[src/rtl/pc_redirect_ctrl_pkg.sv]
// Shared types and constants for the fetch-side PC redirect controller.
package pc_redirect_ctrl_pkg;

  typedef enum logic [1:0] {
    StRun     = 2'd0,
    StWaitMem = 2'd1,
    StHalted  = 2'd2
  } fetch_state_e;

  localparam int unsigned InstrBytes = 4;

  function automatic logic target_misaligned(input logic [1:0] lsbs);
    return lsbs != 2'b00;
  endfunction

endpackage

[src/rtl/pc_redirect_ctrl.sv]
// Owns the architectural PC and imem fetch request; applies EX-stage redirects and halts,
// buffering a redirect target while imem is not ready.
module pc_redirect_ctrl
  import pc_redirect_ctrl_pkg::*;
#(
  parameter int unsigned     PC_W     = 9,
  parameter logic [PC_W-1:0] RESET_PC = '0,
  parameter int unsigned     CNT_W    = 16
) (
  input  logic              clk,
  input  logic              reset,
  input  logic              PcSel,
  input  logic [31:0]       BrPC,
  input  logic              Halt,
  input  logic              stall,
  input  logic              if_ready,
  output logic              if_req,
  output logic [PC_W-1:0]   PC,
  output logic              if_flush,
  output logic              id_flush,
  output logic              halted,
  output logic [CNT_W-1:0]  redirect_cnt,
  output logic              misalign_err
);

  fetch_state_e     state_q, state_d;
  logic [PC_W-1:0]  pc_q, pc_d;
  logic [PC_W-1:0]  pend_q, pend_d;
  logic [CNT_W-1:0] cnt_q, cnt_d;
  logic             mis_q, mis_d;
  logic             flush;
  logic [PC_W-1:0]  target;

  // Only the low PC_W bits of the target address are meaningful here.
  logic unused_brpc_hi;
  assign unused_brpc_hi = ^BrPC[31:PC_W];
  assign target         = BrPC[PC_W-1:0];

  always_comb begin
    state_d = state_q;
    pc_d    = pc_q;
    pend_d  = pend_q;
    cnt_d   = cnt_q;
    mis_d   = mis_q;
    flush   = 1'b0;
    unique case (state_q)
      StRun, StWaitMem: begin
        if (Halt) begin
          flush   = 1'b1;
          state_d = StHalted;
          pend_d  = '0;
        end else if (PcSel) begin
          // A taken redirect squashes younger instructions, including a stalled one in ID.
          flush = 1'b1;
          if (target_misaligned(BrPC[1:0])) begin
            mis_d   = 1'b1;
            state_d = StHalted;
            pend_d  = '0;
          end else begin
            if (cnt_q != {CNT_W{1'b1}}) begin
              cnt_d = cnt_q + CNT_W'(1);
            end
            if (if_ready) begin
              pc_d    = target;
              pend_d  = '0;
              state_d = StRun;
            end else begin
              pend_d  = target;
              state_d = StWaitMem;
            end
          end
        end else if (state_q == StWaitMem) begin
          if (if_ready) begin
            pc_d    = pend_q;
            pend_d  = '0;
            state_d = StRun;
          end
        end else if (!stall && if_ready) begin
          pc_d = pc_q + PC_W'(InstrBytes);
        end
      end
      StHalted: begin
        state_d = StHalted;
      end
      default: begin
        state_d = StRun;
      end
    endcase
  end

  always_ff @(posedge clk) begin
    if (reset) begin
      state_q <= StRun;
      pc_q    <= RESET_PC;
      pend_q  <= '0;
      cnt_q   <= '0;
      mis_q   <= 1'b0;
    end else begin
      state_q <= state_d;
      pc_q    <= pc_d;
      pend_q  <= pend_d;
      cnt_q   <= cnt_d;
      mis_q   <= mis_d;
    end
  end

  assign if_req       = !reset && (state_q != StHalted) && !stall;
  assign if_flush     = !reset && flush;
  assign id_flush     = !reset && flush;
  assign PC           = pc_q;
  assign halted       = (state_q == StHalted);
  assign redirect_cnt = cnt_q;
  assign misalign_err = mis_q;

endmodule

[config.mk]
export PLATFORM = sky130hd
export DESIGN_NAME = pc_redirect_ctrl
export DESIGN_NICKNAME = d
export VERILOG_FILES = /design/src/rtl/pc_redirect_ctrl_pkg.sv /design/src/rtl/pc_redirect_ctrl.sv
export SDC_FILE = /design/constraint.sdc
export NUM_CORES = 1
export LEC_CHECK = 0
export ABC_CLOCK_PERIOD_IN_PS = 1950
export CAP_MARGIN = 10
export CELL_PAD_IN_SITES_DETAIL_PLACEMENT = 0
export CELL_PAD_IN_SITES_GLOBAL_PLACEMENT = 2
export CORE_MARGIN = 1.5
export CORE_UTILIZATION = 23
export CTS_CLUSTER_SIZE = 40
export DETAILED_ROUTE_END_ITERATION = 12
export PLACE_DENSITY_LB_ADDON = 0.1
export REMOVE_ABC_BUFFERS = 1
export SYNTH_ARGS = -nofsm -noshare
export SYNTH_HDL_FRONTEND = slang
export SYNTH_SLANG_ARGS = --single-unit
export TNS_END_PERCENT = 50
[constraint.sdc]
create_clock -name clk -period 1.95 [get_ports clk]
set_input_delay 0.39 -clock clk [delete_from_list [all_inputs] [get_ports clk]]
set_output_delay 0.39 -clock clk [all_outputs]
set_load 0.05 [all_outputs]
==> flow_summary.ini, run 1 <==
[routing]
ant_nets = 0
routed-via-count = 1988
drt_first_pass_iters = 4
dr.first_iter.drc_count = 80
drc = 0
wl_per_cell_um = 15.4
routed_wl_um = 6270
viasPerCell = 4.88

[synthesis]
synthTopCellsByCount = dfxtp_1, nor2_1, nand2_1
synth_top_area_frac = 0.387
netlist_area_um2 = 1920
synth_area_leaders = dfxtp_1, nand4_1, a21oi_1
yosysMostFrequentCell = dfxtp_1
ys_seq_elements = 37
async_reset_ff_frac = 0
yosysSeqAreaShare = 0.387
synthFlopType = dfxtp_1
synth_edf_count = 0
yosys.area.top_type = dfxtp_1
yosysWarnings = 0
synthCells = 229
post_synth.cell_area_avg_um2 = 8.37
post_synth_num_cell_types = 48

[grt]
grt_max_degree = 23
grt.overflow.total = 0
antenna_found_initial = 0
met1_usage = 0.198
grt_pass1_vias = 1871
met3_usage = 0.0243
track_usage = 0.148
grtUsageMet2 = 0.239
top_usage_layer = met2
grt_pass1_wl_um = 9910

[power]
pwr-share-clk = 0.419
power_switching_mw = 0.469
powerDensity_nw_per_um2 = 628
p_seq_frac = 0.442
netSwitchingFraction = 0.266
leakagePower_nw = 1.06
total_power_mw = 1.76
intPower_mw = 1.29
peakVddDrop_uv = 297
p_comb_frac = 0.139

[cells_and_area]
drive_gt1_frac = 0.278
design_area_um2 = 2800
diodes = 0
syn_to_final_growth_pct = 46.3
fin_nets = 341

[flow_run]
cap_violations = 0

[floorplanning]
num_io_pins = 68
die_area_um2 = 8880
core_um2 = 8130
die_x_um = 94.3
initial_utilization = 0.236
die_y_um = 94.3
num_rows = 33

[timing]
whs_ns = 0.468
setup_viol_count_final = 0
worst_pin_slew_ns = 0.488
clock-skew-final_ns = 0.0146
hold_viol = 0
fin_crit_ns = 1.88
min_period_over_period = 0.966
max_freq_ghz = 0.531
slew_viol_final = 0
rsz0062_at_grt = no
maxSlewHeadroom = 0.673

[critical_path]
cp-end-kind = register
worstPathArrival_ns = 2.13
start_kind = input pin
crit_type = input pin to register
crit_fanout = 5
crit_required_ns = 2.20

[clock_tree]
cts_buffers = 5
insertion_delay_ns = 0.30
tritoncts = yes
post-cts-setup-buffers = 0
clk_pin_slew_ns = 0.09
clock_path_buffers = 2
htree_levels = 2
cts_hold_buf = 0
clock_sinks = 37
clockRootBuffer = clkbuf_8

[place]
place_area_um2 = 2690
gp_congestion = 0.726
port_buffers = 44
place_hpwl_um = 4500

[run_status]
outcome = complete, no violations

[worst_hold_path]
hold_path_class = register to register
[final cells by class]
class,count,area [um2]
flip-flops and latches,37,741
clock buffers,6,82.6
multi-input cells,172,1110
inverters,7,26.3
repair buffers,78,678
well taps,105,131
clock inverters,2,37.5
fillers,861,5330
[per-layer routing]
| layer | vias up | wire length [um] | share of wire |
|---|---|---|---|
| met3 | 6 | 233 | 0.037 |
| li1 | 1014 | - | - |
| met1 | 936 | 3010 | 0.48 |
| met4 | 0 | 78 | 0.012 |
| met5 | - | 0 | 0 |
| met2 | 32 | 2950 | 0.47 |
[power groups by stage]
stage                     clock network, mW  logic (mW)  registers, mW
final                                 0.737       0.244          0.779
after global routing                  0.788       0.262          0.781
after CTS                             0.765       0.247          0.779
after detailed placement                  0       0.249          0.796
after global placement                    0       0.251          0.796
after floorplan                           0      0.0743          0.825
[what timing repair did]
item,4_1_cts,5_1_grt
resized for setup,15,2
setup endpoints to repair,13,1
pin swaps,6,1
[sequential cells by signal, summed over array words and instances (netlist names)]
register,flops
PC,9
misalign_err,1
pend_q,9
redirect_cnt,16
state_q,2
[logic make-up after synthesis]
group,share of synthesized area
AND/OR/NAND/NOR,0.281
buffers and inverters,0.0412
multiplexers,0.0287
XOR/XNOR,0.0137
flip-flops,0.387
AO/OA/AOI/OAI,0.236
adder cells (fa/ha/maj),0.0131
[worst paths after layout]
check,start,to,cells past startpoint,slack [ns]
min reg2reg,PC[1]$_SDFFE_PP0P_,PC[1]$_SDFFE_PP0P_,2,0.47
min,PC[1]$_SDFFE_PP0P_,PC[1]$_SDFFE_PP0P_,2,0.47
max,BrPC[1],redirect_cnt[11]$_SDFFE_PP0P_,5,0.07
max reg2reg,state_q[1]$_SDFFE_PP0P_,redirect_cnt[11]$_SDFFE_PP0P_,4,0.12
[cell usage in the layout, fill, tap and decap left out, types with 3 or more instances in the layout]
cell type	count
a211oi_1	3
a21oi_1	13
a221oi_1	3
a22oi_1	7
a31oi_1	3
and3_1	4
buf_12	5
buf_2	3
buf_4	55
clkbuf_8	6
clkdlybuf4s50_1	13
dfxtp_1	37
inv_1	6
mux2_2	4
nand2_1	15
nand2b_1	4
nand3_1	7
nand4_1	12
nor2_1	16
nor2b_1	5
nor3_1	5
nor3b_1	4
o21ai_0	12
o31ai_1	8
o41ai_1	3
or2_2	3
or3_1	4
or4_1	5
[critical path: stages]
cell	delay, ns
buf_2	0.10
or3b_4	0.42
or4_4	0.55
or4_4	0.55
a21oi_2	0.12
[metrics by stage]
step / TNS [ns] / setup slack, ns / utilization / std cells
after floorplan: -6.90 / -0.906 / - / 216
after global placement: -7.35 / -0.588 / 0.330 / 399
after detailed placement: -7.29 / -0.595 / 0.330 / 399
after CTS: 0 / 0.0404 / 0.344 / 407
after global routing: 0 / 0.0141 / 0.345 / 407
final: 0 / 0.0664 / 0.345 / 407
(Power assumes the default switching activity.)
==> run 2: changes to the inputs <==
--- a/config.mk
+++ b/config.mk
@@ -5,6 +5,7 @@
 export SDC_FILE = /design/constraint.sdc
 export NUM_CORES = 1
 export LEC_CHECK = 0
+export ABC_AREA = 0
 export ABC_CLOCK_PERIOD_IN_PS = 1950
 export CAP_MARGIN = 10
 export CELL_PAD_IN_SITES_DETAIL_PLACEMENT = 0
@@ -13,6 +14,7 @@
 export CORE_UTILIZATION = 23
 export CTS_CLUSTER_SIZE = 40
 export DETAILED_ROUTE_END_ITERATION = 12
+export HOLD_SLACK_MARGIN = 0.08
 export PLACE_DENSITY_LB_ADDON = 0.1
 export REMOVE_ABC_BUFFERS = 1
 export SYNTH_ARGS = -nofsm -noshare
==> results of run 2 <==
Final layout, timing and power as in run 1 (identical DEF).
